`src/rtl/rob_id_allocator.sv`:
```
// rob_id_allocator: ROB head/tail/occupancy tracker for a dual-issue core.
// Allocates up to two ROB ids per cycle and reclaims up to two per cycle
// on in-order commit; a flush squashes every uncommitted entry.
// Optional build macro ROB_ALLOC_CHECK_EN adds sticky alloc_err/commit_err
// outputs that flag clamped or malformed requests.
//
// Handshake: there is no backpressure. Dispatch compares rob_left against its
// valid-instruction count before raising alloc*_valid; any request beyond the
// free space is silently dropped (and flagged when ROB_ALLOC_CHECK_EN is set).
module rob_id_allocator #(
  parameter int ROB_AW = 4
) (
  input  logic              clk,
  input  logic              reset,
  input  logic              alloc0_valid,
  input  logic              alloc1_valid,
  output logic [ROB_AW:0]   robid0,
  output logic [ROB_AW:0]   robid1,
  output logic [1:0]        rob_left,
  input  logic              commit0_valid,
  input  logic              commit1_valid,
  input  logic              flush_valid,
  output logic [ROB_AW:0]   head_id,
  output logic              rob_empty,
  output logic              rob_full
`ifdef ROB_ALLOC_CHECK_EN
  ,
  output logic              alloc_err,
  output logic              commit_err
`endif
);

  // IW: pointer/id width including the wrap bit. CW: one extra bit so that
  // DEPTH - occ + n_commit can be formed without overflow.
  localparam int IW    = ROB_AW + 1;
  localparam int CW    = ROB_AW + 2;
  localparam int DEPTH = 1 << ROB_AW;
  localparam logic [CW-1:0] DEPTH_W = CW'(DEPTH);

  logic [IW-1:0] head;
  logic [IW-1:0] tail;
  logic [IW-1:0] occ;

  logic [CW-1:0] occ_w;
  logic [CW-1:0] commit_req;
  logic [CW-1:0] n_commit;
  logic [CW-1:0] alloc_req;
  logic [CW-1:0] alloc_cap;
  logic [CW-1:0] n_alloc;
  logic [CW-1:0] free_cnt;
  logic [IW-1:0] head_next;
  logic [IW-1:0] tail_next;
  logic [IW-1:0] occ_next;

  // Request decode, clamping and next-state computation.
  always_comb begin
    occ_w      = {1'b0, occ};
    commit_req = CW'(commit0_valid) + CW'(commit0_valid & commit1_valid);
    n_commit   = (commit_req > occ_w) ? occ_w : commit_req;
    alloc_req  = CW'(alloc0_valid) + CW'(alloc1_valid);
    // Entries retired this cycle may be reused by this cycle's allocations.
    alloc_cap  = DEPTH_W - occ_w + n_commit;
    n_alloc    = (alloc_req > alloc_cap) ? alloc_cap : alloc_req;
    head_next  = head + n_commit[IW-1:0];
    if (flush_valid) begin
      // Commits still retire; everything younger is squashed.
      tail_next = head_next;
      occ_next  = '0;
    end else begin
      tail_next = tail + n_alloc[IW-1:0];
      occ_next  = occ + n_alloc[IW-1:0] - n_commit[IW-1:0];
    end
  end

  // Pointer and occupancy registers.
  always_ff @(posedge clk) begin
    if (reset) begin
      head <= '0;
      tail <= '0;
      occ  <= '0;
    end else begin
      head <= head_next;
      tail <= tail_next;
      occ  <= occ_next;
    end
  end

  // Outputs decoded from registered state (robid1 also looks at alloc0_valid).
  always_comb begin
    free_cnt  = DEPTH_W - occ_w;
    robid0    = tail;
    robid1    = alloc0_valid ? (tail + IW'(1)) : tail;
    head_id   = head;
    rob_left  = (free_cnt >= CW'(3)) ? 2'd3 : free_cnt[1:0];
    rob_empty = (occ == '0);
    rob_full  = (occ_w == DEPTH_W);
  end

`ifdef ROB_ALLOC_CHECK_EN
  logic alloc_bad;
  logic commit_bad;

  // Malformed or clamped requests; allocations are ignored during a flush.
  always_comb begin
    alloc_bad  = ~flush_valid & ((n_alloc != alloc_req) | (alloc1_valid & ~alloc0_valid));
    commit_bad = (n_commit != commit_req) | (commit1_valid & ~commit0_valid);
  end

  // Sticky error flags, cleared only by reset.
  always_ff @(posedge clk) begin
    if (reset) begin
      alloc_err  <= 1'b0;
      commit_err <= 1'b0;
    end else begin
      if (alloc_bad) begin
        alloc_err <= 1'b1;
        if (!alloc_err) $error("rob_id_allocator: allocation clamped or slot-1 only");
      end
      if (commit_bad) begin
        commit_err <= 1'b1;
        if (!commit_err) $error("rob_id_allocator: commit clamped or slot-1 only");
      end
    end
  end
`endif

endmodule
```
`config.mk`:
```
export PLATFORM = sky130hd
export DESIGN_NAME = rob_id_allocator
export DESIGN_NICKNAME = d
export VERILOG_FILES = /design/src/rtl/rob_id_allocator.sv
export SDC_FILE = /design/constraint.sdc
export NUM_CORES = 1
export LEC_CHECK = 0
export ABC_AREA = 1
export CAP_MARGIN = 20
export CORE_MARGIN = 2
export CORE_UTILIZATION = 40
export CTS_CLUSTER_DIAMETER = 200
export DETAILED_ROUTE_END_ITERATION = 10
export PLACE_DENSITY = 0.65
export RECOVER_POWER = 100
export SYNTH_ARGS = -nofsm -noshare
export SYNTH_HDL_FRONTEND = slang
export SYNTH_SLANG_ARGS = --single-unit
```
`constraint.sdc`:
```
create_clock -name clk -period 4.9 [get_ports clk]
set_clock_uncertainty 0.05 [all_clocks]
set_input_delay 0.49 -clock clk [delete_from_list [all_inputs] [get_ports clk]]
set_output_delay 0.49 -clock clk [all_outputs]
set_load 0.02 [all_outputs]
```
==> impl_results.html <==
<table>
<tr><th>Metric</th><th>Value</th></tr>
<tr><th colspan="2">Synth</th></tr>
<tr><td>Most frequently used cell type in the post-synthesis netlist</td><td>nand2_1</td></tr>
<tr><td>Most area-consuming cells after synthesis</td><td>ha_1 (22%), dfxtp_1 (19%), nand2_1 (11%)</td></tr>
<tr><td>Number of synthesized flops with an enable pin</td><td>0</td></tr>
<tr><td>Share of synthesized flip-flops with an asynchronous set or reset</td><td>0%</td></tr>
<tr><td>Count of synthesis-stage warnings from yosys</td><td>0</td></tr>
<tr><td>Gate count after technology mapping</td><td>219</td></tr>
<tr><td>Mapped Avg Cell Area</td><td>7.13 um^2</td></tr>
<tr><td>Fraction of post-synthesis cell area in the top cell type by area</td><td>22.4%</td></tr>
<tr><td>Netlist Area Pre-Place</td><td>0.00156 mm^2</td></tr>
<tr><td>Proportion of synthesized chip area in sequential cells</td><td>19.2%</td></tr>
<tr><td>Cell type with the highest aggregate area in the netlist</td><td>ha_1</td></tr>
<tr><td>Most used flip-flop cell after synthesis</td><td>dfxtp_1</td></tr>
<tr><td>Number of unique standard cell types used by synthesis</td><td>29</td></tr>
<tr><td>Register bit count reported by yosys</td><td>15</td></tr>
<tr><td>Most numerous cell types in the synthesized netlist</td><td>nand2_1 (46), inv_1 (42), ha_1 (28)</td></tr>
<tr><th colspan="2">CTS</th></tr>
<tr><td>Total clock buffers created by CTS</td><td>3</td></tr>
<tr><td>Cell at the root of the clock tree</td><td>clkbuf_8</td></tr>
<tr><td>Clock-pin slew on the worst setup and hold paths</td><td>0.07 ns</td></tr>
<tr><td>Clock Latency Late Sink</td><td>0.25 ns</td></tr>
<tr><td>CTS H-Tree Depth</td><td>1</td></tr>
<tr><td>Sink Count</td><td>15</td></tr>
<tr><td>Maximum root-to-sink buffer count</td><td>2</td></tr>
<tr><td>TritonCTS clock tree</td><td>yes</td></tr>
<tr><td>CTS Hold Buffers Added</td><td>0</td></tr>
<tr><th colspan="2">Pwr</th></tr>
<tr><td>Leakage</td><td>1.11 nW</td></tr>
<tr><td>Net Sw Power</td><td>0.000757 W</td></tr>
<tr><td>Share of power burned in the clock network</td><td>6.7%</td></tr>
<tr><td>Internal power summed over all cells</td><td>0.000756 W</td></tr>
<tr><td>Power Dens Cells</td><td>733 mW/mm^2</td></tr>
<tr><td>Net switching share of the total power</td><td>50.0%</td></tr>
<tr><td>Gate power share</td><td>79.3%</td></tr>
<tr><td>Sequential cell fraction of total power</td><td>14.0%</td></tr>
<tr><td>Worst IR drop on VDD</td><td>0.400 mV</td></tr>
<tr><th colspan="2">Floorplanning</th></tr>
<tr><td>Ports placed on the boundary</td><td>26</td></tr>
<tr><td>Placeable core area</td><td>0.00372 mm^2</td></tr>
<tr><td>Die X-Extent</td><td>66.5 um</td></tr>
<tr><td>Std cell rows</td><td>22</td></tr>
<tr><td>Initial standard-cell utilization of the core</td><td>42.0%</td></tr>
<tr><td>Chip Height</td><td>66.5 um</td></tr>
<tr><td>Die area</td><td>0.00442 mm^2</td></tr>
<tr><th colspan="2">Timing</th></tr>
<tr><td>Ratio of final minimum period to clock period</td><td>91.8%</td></tr>
<tr><td>Final Hold Viols</td><td>0</td></tr>
<tr><td>Count of pins over their slew limit</td><td>0</td></tr>
<tr><td>Fmax</td><td>0.222 GHz</td></tr>
<tr><td>Fin Hold WS</td><td>0.487 ns</td></tr>
<tr><td>Final setup fails</td><td>0</td></tr>
<tr><td>Shortest period the worst path allows</td><td>4.50 ns</td></tr>
<tr><td>Aggregate negative setup slack</td><td>0 ns</td></tr>
<tr><th colspan="2">Placement</th></tr>
<tr><td>Post-detailed-placement cell area</td><td>0.00195 mm^2</td></tr>
<tr><td>Port Buffer Count</td><td>25</td></tr>
<tr><td>Estimated wirelength of the detail-placed design</td><td>2.38 mm</td></tr>
<tr><td>Gp weighted congestion</td><td>0.770</td></tr>
<tr><td># placed instances</td><td>304</td></tr>
<tr><th colspan="2">Global route</th></tr>
<tr><td>Met1 Track Usage GR</td><td>20.1%</td></tr>
<tr><td>Global-route congestion overflow total</td><td>0</td></tr>
<tr><td>Total global routing track utilization</td><td>14.8%</td></tr>
<tr><td>Initial antenna violation count</td><td>0</td></tr>
<tr><td>Global-route track usage on met2</td><td>24.3%</td></tr>
<tr><td>Highest-utilization routing layer at the global route stage</td><td>met2</td></tr>
<tr><td>Met3 Resource Use GR</td><td>1.69%</td></tr>
<tr><td>Global-route wire length before repair</td><td>5.19 mm</td></tr>
<tr><td>Number of global-route vias before repair</td><td>1286</td></tr>
<tr><td>Maximum number of pins on one net before global-route repair</td><td>10</td></tr>
<tr><th colspan="2">Detailed routing</th></tr>
<tr><td>Average wire per cell in the routed design</td><td>9.27 um</td></tr>
<tr><td>Remaining antenna violation count</td><td>0</td></tr>
<tr><td>Routed vias</td><td>1397</td></tr>
<tr><td>Initial drt markers</td><td>62</td></tr>
<tr><td>Wirelength, routed</td><td>2.89 mm</td></tr>
<tr><td>Per-cell via count in the routed design</td><td>4.48</td></tr>
<tr><td>DRT Pass-1 Iters</td><td>4</td></tr>
<tr><td>DRC Markers</td><td>0</td></tr>
<tr><th colspan="2">Final layout</th></tr>
<tr><td>Share of cells above drive strength 1</td><td>14.4%</td></tr>
<tr><td>Non-Filler Instances</td><td>312</td></tr>
<tr><td>Util after Layout</td><td>55.6%</td></tr>
<tr><td>Final Net Count</td><td>305</td></tr>
<tr><td>Final instance area</td><td>0.00206 mm^2</td></tr>
<tr><td>Synth-to-layout area growth</td><td>32.2%</td></tr>
<tr><td>Antenna cell count</td><td>0</td></tr>
<tr><th colspan="2">Critical path</th></tr>
<tr><td>CP endpoint kind</td><td>register</td></tr>
<tr><td>Biggest fanout along the worst timing path</td><td>4</td></tr>
<tr><td>Slowest Stage Delay on Critical Path</td><td>0.54 ns</td></tr>
<tr><td>Critical path startpoint category</td><td>input pin</td></tr>
<tr><td>Most frequent CP cell</td><td>nand2_1</td></tr>
<tr><td>Worst endpoint data arrival time</td><td>4.59 ns</td></tr>
<tr><td>CP Class</td><td>input pin to register</td></tr>
<tr><td>CP max-delay cell</td><td>fa_1</td></tr>
<tr><td>Worst path required time</td><td>4.99 ns</td></tr>
<tr><th colspan="2">Min path</th></tr>
<tr><td>Worst hold path class</td><td>register to register</td></tr>
<tr><th colspan="2">Run status</th></tr>
<tr><td>Result of the run</td><td>finished clean</td></tr>
<tr><th colspan="2">Job</th></tr>
<tr><td>Max capacitance violation total</td><td>0</td></tr>
</table>
[stage by stage]
stage               setup WS [ns]  total power [W]
finish                      0.401          0.00151
global route              -0.0305          0.00172
CTS                       0.00834          0.00150
detailed placement         -0.374          0.00133
global placement           -0.337          0.00132
floorplan                   0.197          0.00101
[worst max-delay path: cells and delay by family]
kind	cells	cell delay [ns]
AND/OR/NAND/NOR	10	0.71
adder cells (fa/ha/maj)	7	2.03
buffers and inverters	9	0.66
AO/OA/AOI/OAI	5	0.52
XOR/XNOR	1	0.14
[placed cells by master, fill, tap and decap left out, types with 2 or more instances in the layout]
master / instances
a211oi_1: 2
a21oi_1: 8
buf_4: 12
clkbuf_8: 3
clkdlybuf4s50_1: 13
conb_1: 7
dfxtp_1: 15
dlygate4sd3_1: 10
dlymetal6s2s_1: 2
fa_1: 3
fa_2: 2
ha_1: 25
ha_2: 2
inv_1: 39
inv_2: 4
nand2_1: 45
nand2_2: 3
nand2_4: 2
nand3_1: 13
nand4_1: 3
nor2_1: 18
o21ai_0: 6
o21ai_2: 2
xnor2_1: 3
xor2_1: 7
[state kept, by name, indices dropped and copies added, names as in the netlist]
register / count
head_id: 5
robid0: 5
occ: 5
[what timing repair did]
action	4_1_cts	5_1_grt
setup buffers	3	1
setup endpoints to repair	1	8
pin swaps	11	9
resized for setup	9	8
[power groups by stage]
stage	sequential [W]	combinational [W]	clock [W]
after floorplan	0.000232	0.000780	0
after global placement	0.000215	0.00110	0
after detailed placement	0.000215	0.00112	0
after CTS	0.000213	0.00118	0.000107
after global routing	0.000220	0.00139	0.000110
final	0.000211	0.00120	0.000102
[path summary, 6_finish.rpt]
| check | startpoint | to | slack (ns) | cells after the start |
|---|---|---|---|---|
| worst max register to register | occ[1] | occ[4] | 0.41 | 30 |
| worst min register to register | head_id[4] | head_id[4] | 0.49 | 2 |
| worst max-delay path | commit0_valid | occ[4] | 0.40 | 32 |
| worst min-delay path | head_id[4] | head_id[4] | 0.49 | 2 |
[metal layers]
layer / vias to the layer above / share of wire (%)
li1: 779 / -
met1: 599 / 53
met2: 15 / 43
met3: 4 / 2.0
met4: 0 / 1.6
met5: - / 0
[layout make-up]
| cell class | count | area (um^2) |
|---|---|---|
| Sequential cell | 15 | 300 |
| Tap cell | 48 | 60.1 |
| Clock inverter | 1 | 5.00 |
| Timing Repair Buffer | 37 | 345 |
| Clock buffer | 3 | 41.3 |
| Multi-Input combinational cell | 165 | 1150 |
| Fill cell | 383 | 1650 |
| Inverter | 43 | 161 |
[logic make-up after synthesis]
| group | after synthesis | share of synthesized area, % |
|---|---|---|
| DFF | 15 | 19.2 |
| muxes | 1 | 0.721 |
| adders and majority gates | 33 | 28.8 |
| buffers and inverters | 45 | 10.8 |
| xor gates and xnor gates | 10 | 5.61 |
| AOI/OAI and AO/OA | 23 | 8.17 |
| and+or+nand+nor | 91 | 26.4 |
| other | 1 | 0.240 |
Power figures use the tool's default switching activity.
